**src/rtl/cp0_regfile_pkg.sv**
```systemverilog
`default_nettype none
// ============================================================================
// Module   : cp0_defs (package)
// Purpose  : Shared CP0 definitions: register numbers, ExcCodes, exception
//            unit excepttype codes, Status/Cause write masks and the
//            excepttype decoder used by the CP0 register file.
// Revision : 1.0 - initial release
// ============================================================================
package cp0_defs;

  // CP0 register numbers (sel 0)
  localparam logic [4:0] CP0_REG_BADVADDR = 5'd8;
  localparam logic [4:0] CP0_REG_COUNT    = 5'd9;
  localparam logic [4:0] CP0_REG_COMPARE  = 5'd11;
  localparam logic [4:0] CP0_REG_STATUS   = 5'd12;
  localparam logic [4:0] CP0_REG_CAUSE    = 5'd13;
  localparam logic [4:0] CP0_REG_EPC      = 5'd14;
  localparam logic [4:0] CP0_REG_PRID     = 5'd15;
  localparam logic [4:0] CP0_REG_CONFIG   = 5'd16;

  // Cause.ExcCode values
  localparam logic [4:0] EXC_INT  = 5'h00;
  localparam logic [4:0] EXC_ADEL = 5'h04;
  localparam logic [4:0] EXC_ADES = 5'h05;
  localparam logic [4:0] EXC_SYS  = 5'h08;
  localparam logic [4:0] EXC_BP   = 5'h09;
  localparam logic [4:0] EXC_RI   = 5'h0a;
  localparam logic [4:0] EXC_OV   = 5'h0c;

  // excepttype codes produced by the exception unit
  localparam logic [31:0] EXCEPT_NONE    = 32'h0000_0000;
  localparam logic [31:0] EXCEPT_INT     = 32'h0000_0001;
  localparam logic [31:0] EXCEPT_ADEL    = 32'h0000_0004;
  localparam logic [31:0] EXCEPT_ADES    = 32'h0000_0005;
  localparam logic [31:0] EXCEPT_SYSCALL = 32'h0000_0008;
  localparam logic [31:0] EXCEPT_BREAK   = 32'h0000_0009;
  localparam logic [31:0] EXCEPT_RI      = 32'h0000_000a;
  localparam logic [31:0] EXCEPT_OV      = 32'h0000_000c;
  localparam logic [31:0] EXCEPT_ERET    = 32'h0000_000e;

  // Writable fields: Status IM[15:8], EXL, IE; Cause IP[9:8]
  localparam logic [31:0] STATUS_WMASK = 32'h0000_FF03;
  localparam logic [31:0] CAUSE_WMASK  = 32'h0000_0300;
  localparam logic [31:0] STATUS_RESET = 32'h0040_0000;

  localparam int STATUS_EXL_BIT = 1;
  localparam int CAUSE_BD_BIT   = 31;

  typedef enum logic [1:0] {
    COMMIT_NONE = 2'd0,
    COMMIT_EXC  = 2'd1,
    COMMIT_ERET = 2'd2
  } commit_e;

  typedef struct packed {
    commit_e    kind;
    logic [4:0] exc_code;
    logic       load_bad;
  } except_t;

  // Map an excepttype code onto the commit action; unknown codes do nothing
  function automatic except_t decode_except(input logic [31:0] et);
    except_t r;
    r.kind     = COMMIT_EXC;
    r.exc_code = EXC_INT;
    r.load_bad = 1'b0;
    case (et)
      EXCEPT_INT:     r.exc_code = EXC_INT;
      EXCEPT_ADEL:    begin r.exc_code = EXC_ADEL; r.load_bad = 1'b1; end
      EXCEPT_ADES:    begin r.exc_code = EXC_ADES; r.load_bad = 1'b1; end
      EXCEPT_SYSCALL: r.exc_code = EXC_SYS;
      EXCEPT_BREAK:   r.exc_code = EXC_BP;
      EXCEPT_RI:      r.exc_code = EXC_RI;
      EXCEPT_OV:      r.exc_code = EXC_OV;
      EXCEPT_ERET:    r.kind = COMMIT_ERET;
      default:        r.kind = COMMIT_NONE;
    endcase
    return r;
  endfunction

endpackage
`default_nettype wire

```
**src/rtl/cp0_regfile_timer.sv**
```systemverilog
`default_nettype none
// ============================================================================
// Module   : cp0_timer
// Purpose  : CP0 Count/Compare timer. Count advances every second clock via
//            a phase toggle; timer_int_o latches on Count==Compare (Compare
//            non-zero) and is cleared by a Compare write.
// Revision : 1.0 - initial release
// ============================================================================
module cp0_timer (
  input  logic        clk,
  input  logic        rst,
  input  logic        count_we_i,
  input  logic        compare_we_i,
  input  logic [31:0] data_i,
  output logic [31:0] count_o,
  output logic [31:0] compare_o,
  output logic        timer_int_o
);

  logic [31:0] count_q, count_d;
  logic [31:0] compare_q, compare_d;
  logic        phase_q, phase_d;
  logic        timer_q, timer_d;

  // Next-state: a Count write reloads and realigns the phase; a Compare write acknowledges the interrupt
  always_comb begin
    count_d   = count_q;
    phase_d   = ~phase_q;
    compare_d = compare_q;
    timer_d   = timer_q;
    if (count_we_i) begin
      count_d = data_i;
      phase_d = 1'b0;
    end else if (phase_q) begin
      count_d = count_q + 32'd1;
    end
    if (compare_we_i) begin
      compare_d = data_i;
      timer_d   = 1'b0;
    end else if ((count_q == compare_q) && (compare_q != 32'd0)) begin
      timer_d = 1'b1;
    end
  end

  // Timer state registers
  always_ff @(posedge clk or posedge rst) begin
    if (rst) begin
      count_q   <= 32'd0;
      phase_q   <= 1'b0;
      compare_q <= 32'd0;
      timer_q   <= 1'b0;
    end else begin
      count_q   <= count_d;
      phase_q   <= phase_d;
      compare_q <= compare_d;
      timer_q   <= timer_d;
    end
  end

  assign count_o     = count_q;
  assign compare_o   = compare_q;
  assign timer_int_o = timer_q;

endmodule
`default_nettype wire

```
**src/rtl/cp0_regfile.sv**
```systemverilog
`default_nettype none
// ============================================================================
// Module   : cp0_regfile
// Purpose  : MIPS32 CP0 register file (Status, Cause, EPC, BadVAddr, Count,
//            Compare, PRId, Config). Serves MTC0/MFC0 and commits the
//            memory-stage exception code in a single cycle.
// Config   : define CP0_TIMER_EN to include the Count/Compare timer;
//            otherwise Count/Compare read 0 and timer_int_o is 0.
// Revision : 1.0 - initial release
// ============================================================================
module cp0_regfile
  import cp0_defs::*;
#(
  parameter logic [31:0] PRID_VAL   = 32'h0000_4220,
  parameter logic [31:0] CONFIG_VAL = 32'h0000_8000
) (
  input  logic        clk,
  input  logic        rst,
  input  logic        we_i,
  input  logic [4:0]  waddr_i,
  input  logic [4:0]  raddr_i,
  input  logic [31:0] data_i,
  input  logic [5:0]  int_i,
  input  logic [31:0] excepttype_i,
  input  logic [31:0] current_inst_addr_i,
  input  logic        is_in_delayslot_i,
  input  logic [31:0] bad_addr_i,
  output logic [31:0] data_o,
  output logic [31:0] status_o,
  output logic [31:0] cause_o,
  output logic [31:0] epc_o,
  output logic [31:0] badvaddr_o,
  output logic [31:0] count_o,
  output logic [31:0] compare_o,
  output logic        timer_int_o
);

  logic [31:0] status_q, status_d;
  logic [31:0] cause_q, cause_d;
  logic [31:0] epc_q, epc_d;
  logic [31:0] badvaddr_q, badvaddr_d;

  logic [31:0] count_w, compare_w, count_byp_w;
  logic        timer_int_w;

  except_t     exc_w;
  logic        commit_w;
  logic        we_status_w, we_cause_w, we_epc_w, we_count_w, we_compare_w;
  logic [31:0] status_wval_w, cause_wval_w;

  assign exc_w        = decode_except(excepttype_i);
  assign commit_w     = (exc_w.kind != COMMIT_NONE);
  assign we_status_w  = we_i && (waddr_i == CP0_REG_STATUS);
  assign we_cause_w   = we_i && (waddr_i == CP0_REG_CAUSE);
  assign we_epc_w     = we_i && (waddr_i == CP0_REG_EPC);
  assign we_count_w   = we_i && (waddr_i == CP0_REG_COUNT);
  assign we_compare_w = we_i && (waddr_i == CP0_REG_COMPARE);

  // Value a masked MTC0 would leave in Status / Cause
  assign status_wval_w = (status_q & ~STATUS_WMASK) | (data_i & STATUS_WMASK);
  assign cause_wval_w  = (cause_q & ~CAUSE_WMASK) | (data_i & CAUSE_WMASK);

`ifdef CP0_TIMER_EN
  cp0_timer u_timer (
    .clk          (clk),
    .rst          (rst),
    .count_we_i   (we_count_w),
    .compare_we_i (we_compare_w),
    .data_i       (data_i),
    .count_o      (count_w),
    .compare_o    (compare_w),
    .timer_int_o  (timer_int_w)
  );
  assign count_byp_w = data_i;
`else
  assign count_w     = 32'd0;
  assign compare_w   = 32'd0;
  assign timer_int_w = 1'b0;
  assign count_byp_w = 32'd0;
`endif

  // Next-state: MTC0 first, then interrupt sampling, then exception/ERET commit which overrides MTC0
  always_comb begin
    status_d   = status_q;
    cause_d    = cause_q;
    epc_d      = epc_q;
    badvaddr_d = badvaddr_q;
    if (!commit_w) begin
      if (we_status_w) status_d = status_wval_w;
      if (we_cause_w)  cause_d  = cause_wval_w;
      if (we_epc_w)    epc_d    = data_i;
    end
    cause_d[15:10] = int_i;
    cause_d[15]    = int_i[5] | timer_int_w;
    if (exc_w.kind == COMMIT_EXC) begin
      if (!status_q[STATUS_EXL_BIT]) begin
        epc_d                 = is_in_delayslot_i ? (current_inst_addr_i - 32'd4)
                                                  : current_inst_addr_i;
        cause_d[CAUSE_BD_BIT] = is_in_delayslot_i;
      end
      status_d[STATUS_EXL_BIT] = 1'b1;
      cause_d[6:2]             = exc_w.exc_code;
      if (exc_w.load_bad) badvaddr_d = bad_addr_i;
    end else if (exc_w.kind == COMMIT_ERET) begin
      status_d[STATUS_EXL_BIT] = 1'b0;
    end
  end

  // CP0 architectural registers
  always_ff @(posedge clk or posedge rst) begin
    if (rst) begin
      status_q   <= STATUS_RESET;
      cause_q    <= 32'd0;
      epc_q      <= 32'd0;
      badvaddr_q <= 32'd0;
    end else begin
      status_q   <= status_d;
      cause_q    <= cause_d;
      epc_q      <= epc_d;
      badvaddr_q <= badvaddr_d;
    end
  end

  // MFC0 read mux with same-cycle MTC0 bypass (masked the same way the write is)
  always_comb begin
    logic byp;
    byp    = we_i && (waddr_i == raddr_i);
    data_o = 32'd0;
    case (raddr_i)
      CP0_REG_BADVADDR: data_o = badvaddr_q;
      CP0_REG_COUNT:    data_o = byp ? count_byp_w : count_w;
      CP0_REG_COMPARE:  data_o = byp ? count_byp_w : compare_w;
      CP0_REG_STATUS:   data_o = byp ? status_wval_w : status_q;
      CP0_REG_CAUSE:    data_o = byp ? cause_wval_w : cause_q;
      CP0_REG_EPC:      data_o = byp ? data_i : epc_q;
      CP0_REG_PRID:     data_o = PRID_VAL;
      CP0_REG_CONFIG:   data_o = CONFIG_VAL;
      default:          data_o = 32'd0;
    endcase
  end

  assign status_o    = status_q;
  assign cause_o     = cause_q;
  assign epc_o       = epc_q;
  assign badvaddr_o  = badvaddr_q;
  assign count_o     = count_w;
  assign compare_o   = compare_w;
  assign timer_int_o = timer_int_w;

endmodule
`default_nettype wire

```
**config.mk**
```make
export PLATFORM = sky130hd
export DESIGN_NAME = cp0_regfile
export DESIGN_NICKNAME = d
export VERILOG_FILES = /design/src/rtl/cp0_regfile_pkg.sv /design/src/rtl/cp0_regfile_timer.sv /design/src/rtl/cp0_regfile.sv
export SDC_FILE = /design/constraint.sdc
export NUM_CORES = 1
export LEC_CHECK = 0
export CORE_AREA = 2 2 143 145
export DETAILED_ROUTE_END_ITERATION = 10
export DIE_AREA = 0 0 145 147
export PLACE_DENSITY = 0.75
export SYNTH_ARGS = -nofsm -noshare
export SYNTH_HDL_FRONTEND = slang
export SYNTH_HIERARCHICAL = 1
export SYNTH_SLANG_ARGS = --single-unit
export TNS_END_PERCENT = 20
```
**constraint.sdc**
```tcl
create_clock -name clk -period 3.91 [get_ports clk]
set_input_delay 0.782 -clock clk [delete_from_list [all_inputs] [get_ports clk]]
set_output_delay 0.782 -clock clk [all_outputs]
set_load 0.1 [all_outputs]
```
== Word level (Yosys, flattened, before mapping) ==
Index checks and enable logic that the tools add are counted.
Word-level totals
  flip-flop bits (word level): 128
  bits of input ports: 148
  output and inout port bits: 225
Cells by class
  $add $sub $neg: 1
  equal/unequal tests: 22
  muxes and demuxes: 21
  bitwise logic cells: 3
  reductions and logical operators: 14
Operators by type and width (count)
  32-bit 2-to-1 mux: 10
  32-bit one-hot mux with 6 select lines: 1
  32-bit by 4-bit equality test with 1-bit output (second input constant): 5
  32-bit by 3-bit equality test with 1-bit output (second input constant): 2
  5-bit by 4-bit equality test with 1-bit output (second input constant): 8
  32-bit by 1-bit equality test with 1-bit output (second input constant): 1
  32-bit by 10-bit OR with 32-bit output: 1
  32-bit by 16-bit OR with 32-bit output: 1
  32-bit by 3-bit subtractor with 32-bit output (second input constant): 1
  4-bit one-hot mux with 6 select lines: 1
  2-bit AND reduction: 5
  7-bit OR reduction: 1
  5-bit equality test: 1
  5-bit equality test (second input constant): 1
  1-bit 2-to-1 mux: 5
  5-bit 2-to-1 mux: 1
  1-bit logical AND: 4
  2-bit 2-to-1 mux: 2
  2-bit one-hot mux with 2 select lines: 1
  2-bit nonzero test: 2
  3-bit by 1-bit inequality test with 1-bit output (second input constant): 1
  3-bit nonzero test: 1
  2-bit by 1-bit equality test with 1-bit output (second input constant): 1
  2-bit equality test (second input constant): 1
  other kinds (3): 3

== Depth between registers and ports, before layout ==
  word-level depth: 7
  mapped depth: 8

== Least setup slack after synthesis ==
Ideal clock, no wire load.
  path kind: input to output
  start point: input raddr_i[2]
  end point: output data_o[17]
  arrival: 4.218 ns
  data required time: 3.128 ns
  setup slack: -1.090 ns
  stages: 7
  buffers on the path: 2
  cells stage by stage: buf_2 -> xor2_1 -> nor4_1 -> nand3_1 -> buf_2 -> mux2i_1 -> o21ai_0
Between the ends
  word-level cells in the longest chain between the ends: 4
Ends and longest elaborated chain
  start: declaration: RTL line cp0_regfile.sv:21  | input logic [4:0] raddr_i,
  5-bit equality test: RTL line cp0_regfile.sv:127  | byp = we_i && (waddr_i == raddr_i);
  1-bit logical AND: RTL line cp0_regfile.sv:127
  32-bit 2-to-1 mux (on tied branches): RTL line cp0_regfile.sv:135, cp0_regfile.sv:133, cp0_regfile.sv:134
  32-bit one-hot mux with 6 select lines (*): RTL line cp0_regfile.sv:129  | case (raddr_i)
  end: declaration: RTL line cp0_regfile.sv:28  | output logic [31:0] data_o,
Every way passes the cells marked *; elsewhere a longest branch is shown, timed or not.

== Worst setup path in the final report ==
  start point: input raddr_i[3]
  end point: output data_o[15]
The elaborated chain is that of the path after synthesis.

==> impl_metrics.yaml <==
status:
  status: "complete, no violations"
timing:
  slew_headroom_pct: 28.67
  post-route-period-util_pct: 96.82
  tightestPinTransition_ns: 1.067
  setup_viol: 0
  finalHoldViolations: 0
  skew_ns: 0.004910
  period_needed_ns: 3.786
  hold-worst-slack_ns: 0.5220
  rsz0062_at_grt: "yes"
  slew_violations: 0
  clock.fmax_mhz: 264.2
  fin_ws_ns: 0.1244
die:
  start_util_pct: 31.28
  fp-row-count: 52
  pin_count: 373
  die_x_um: 145
  dieArea_mm2: 0.02132
  core_area_mm2: 0.01984
  fp.dieH_um: 147
synth:
  ys_seq_elements: 87
  syn-instance-count: 656
  synthTopCellsByArea: "dfrtp_1 (35%), buf_4 (13%), mux2_2 (8.3%)"
  synthesis.area_mm2: 0.006207
  synth_edf_count: 0
  ys.flop_type: "dfrtp_1"
  yosysSeqAreaShare_pct: 35.07
  syn_avg_cell_area_um2: 9.462
  synth_top_area_cell: "dfrtp_1"
  synth-async-reset-ratio_pct: 100.0
  yosysWarnings: 6
  synth_top_cell_area_share_pct: 35.07
  synth.distinct_cells: 51
routing:
  num_vias: 5791
  drt-total-wl_mm: 22.87
  via_per_inst: 4.866
  dr.pass1.iters: 5
  drc_errors: 0
  routedWlPerCell_um: 19.22
  antenna_left: 0
  first_iter_violations: 324
worst_setup_path:
  worstSetupPathType: "in2out"
  reg2reg_depth: 6
  crit_fanout: 6
  ff2ff_setup_slack_ns: 2.17
  crit_arrival_ns: 3.00
  worstSetupStartpointType: "primary input"
  worst_ep_required_time_ns: 3.13
  r2r-end: "epc_o[28]$_DFF_PP0_"
  endpoint_kind: "output port"
  worstReg2RegStart: "status_o[1]$_DFFE_PP0P_"
cells_and_area:
  fillerInstances: 1850
  drive_above_1_share_pct: 15.11
  final_util_pct: 47.90
  design_area_mm2: 0.009505
  n_antenna_cell: 0
  syn_to_final_growth_pct: 53.13
  final_nets: 1064
clocking:
  path_clk_slew_ns: 0.07
  ctsHtreeMaxLevel: 3
  cts_hold_buffers: 0
  numCtsBuffers: 9
  cts_tree: "done"
  numClockSinks: 87
  cts_buffer_depth: 2
  post_cts_buffers: 0
  cts-root-buf: "clkbuf_16"
  ctsResizeCount: 0
  clkLatencyLatePin_ns: 0.35
hold_path:
  min-delay-start: "badvaddr_o[28]$_DFFE_PP0P_"
  hp-class: "reg2reg"
  whs_path_depth: 1
  holdPathEnd: "badvaddr_o[28]$_DFFE_PP0P_"
global_routing:
  antenna_found_initial: 0
  grt_usage_pct: 20.84
  grt-ovfl-total: 0
  grt_pass1_wl_mm: 34.05
  grt_max_degree: 46
  grt_pass1_vias: 5662
placed_design:
  place_area_mm2: 0.009213
  port_buffers: 266
  dpl_worst_slack_ns: 0.1260
  place_congestion: 0.9010
  dp_hpwl_mm: 18.23
power_and_ir_drop:
  peakVddDrop_mv: 0.1564
  p_leak_nw: 4.039
  powerDensity_mw_per_mm2: 399.5
flow_run:
  cap_viol_max_count: 0
## sequential cells by signal, indices dropped and copies added (netlist names)
name	flops
cause_o	13
status_o	10
badvaddr_o	32
epc_o	32
## per-stage QoR
step | TNS, ns | std cells | power, W
6_report | 0 | 1190 | 0.003798
5_1_grt | -0.01563 | 1190 | 0.003913
3_5_place_dp | 0 | 1174 | 0.002929
4_1_cts | 0 | 1190 | 0.003820
2_1_floorplan | -9.115 | 760 | 0.002503
3_3_place_gp | 0 | 1174 | 0.002916
## worst max-delay path by stage
stage | start | to | slack, ns | cells past startpoint
2_1_floorplan | raddr_i[2] | data_o[13] | -0.56 | 7
3_3_place_gp | raddr_i[2] | data_o[31] | 0.14 | 9
3_5_place_dp | raddr_i[3] | data_o[15] | 0.13 | 9
4_1_cts | raddr_i[3] | data_o[15] | 0.12 | 9
5_1_grt | raddr_i[2] | data_o[15] | -0.01 | 7
6_report | raddr_i[3] | data_o[15] | 0.12 | 9
## critical path, cell delays in order
cell and delay (ns):
clkdlybuf4s50_1 0.49, xor2_1 0.20, nor4_1 0.31, buf_4 0.19, and3_1 0.24, buf_12 0.16, mux2i_1 0.18, o221ai_1 0.21
buf_12 0.24
## layout make-up
class | count | area (um2) | share of cell area, %
well taps | 270 | 337.8 | 3.554
multi-input cells | 518 | 3430 | 36.08
flip-flops and latches | 87 | 2177 | 22.90
clock inverters | 5 | 58.81 | 0.6187
repair buffers | 292 | 3241 | 34.09
inverters | 7 | 28.78 | 0.3028
clock buffers | 11 | 232.7 | 2.448
## synthesized netlist by cell type (3+ instances only)
library cell and count:
nor4_1 12, mux2_2 46, buf_2 10, and2_1 3, or4_4 3, nand2_1 51
a31oi_1 3, buf_1 4, buf_4 108, mux2i_1 35, xnor2_1 22, a22oi_1 11
nand3_1 37, o21ai_0 30, inv_1 7, or3_1 8, dfrtp_1 87, o221ai_1 24
nand4_1 4, nor3_1 13, xor2_1 11, nor2_1 18, nand2b_1 3, o211ai_1 25
a21oi_1 10, nor2b_1 3, nor4b_1 4, clkbuf_1 23, and3_1 7, and4_1 3
buf_6 3
## layout by cell type, fill, tap and decap left out, drive strengths merged, types with 2 or more instances in the layout
master,netlist,routed
clkdlybuf4s50,0,234
conb,2,106
dfrtp,87,87
buf,125,58
nand2,52,52
mux2,48,48
nand3,37,37
mux2i,35,35
o21ai,30,30
o211ai,25,25
o221ai,25,25
xnor2,22,22
nor2,19,19
nor3,13,13
nor4,13,13
xor2,11,11
a22oi,11,11
clkbuf,23,11
a21oi,10,10
or3,8,8
and3,7,7
inv,7,7
nor4b,6,6
nand4,5,5
and4,3,3
nand2b,3,3
nor2b,3,3
or4,3,3
a31oi,3,3
and2,3,3
nor4bb,2,2
o22a,2,2
a311o,2,2
a22o,2,2
and4b,2,2
clkinvlp,0,2
clkinv,0,2
## metal layers
metal / track usage, % / vias to the layer above / share of wire, %
met2: 35.21 / 284 / 49
met4: 7.525 / 0 / 2.5
met5: 0 / - / 0
met1: 26.02 / 2784 / 41
met3: 5.031 / 31 / 7.3
li1: - / 2692 / -
## cells by family (layout without fill, tap and decap cells)
kind of cell    Yosys count  in the layout  synth area share, %
compound gates          114            114                12.88
xor+xnor                 33             33                4.656
fa+ha+maj                 1              1               0.2015
buf+inv                 155            315                16.47
flops                    87             87                35.07
mux                      83             83                14.35
other cells               2            106               0.1210
simple gates            181            181                16.25
## where the power goes
group | leakage, nW | switching, W | total, W | internal, W
Clock | 0.136 | 0.000386 | 0.000883 | 0.000497
Combinational | 2.75 | 0.00141 | 0.00183 | 0.000425
Sequential | 1.15 | 0.0000924 | 0.00108 | 0.000989
No activity file was read; power rests on OpenSTA's default activity.
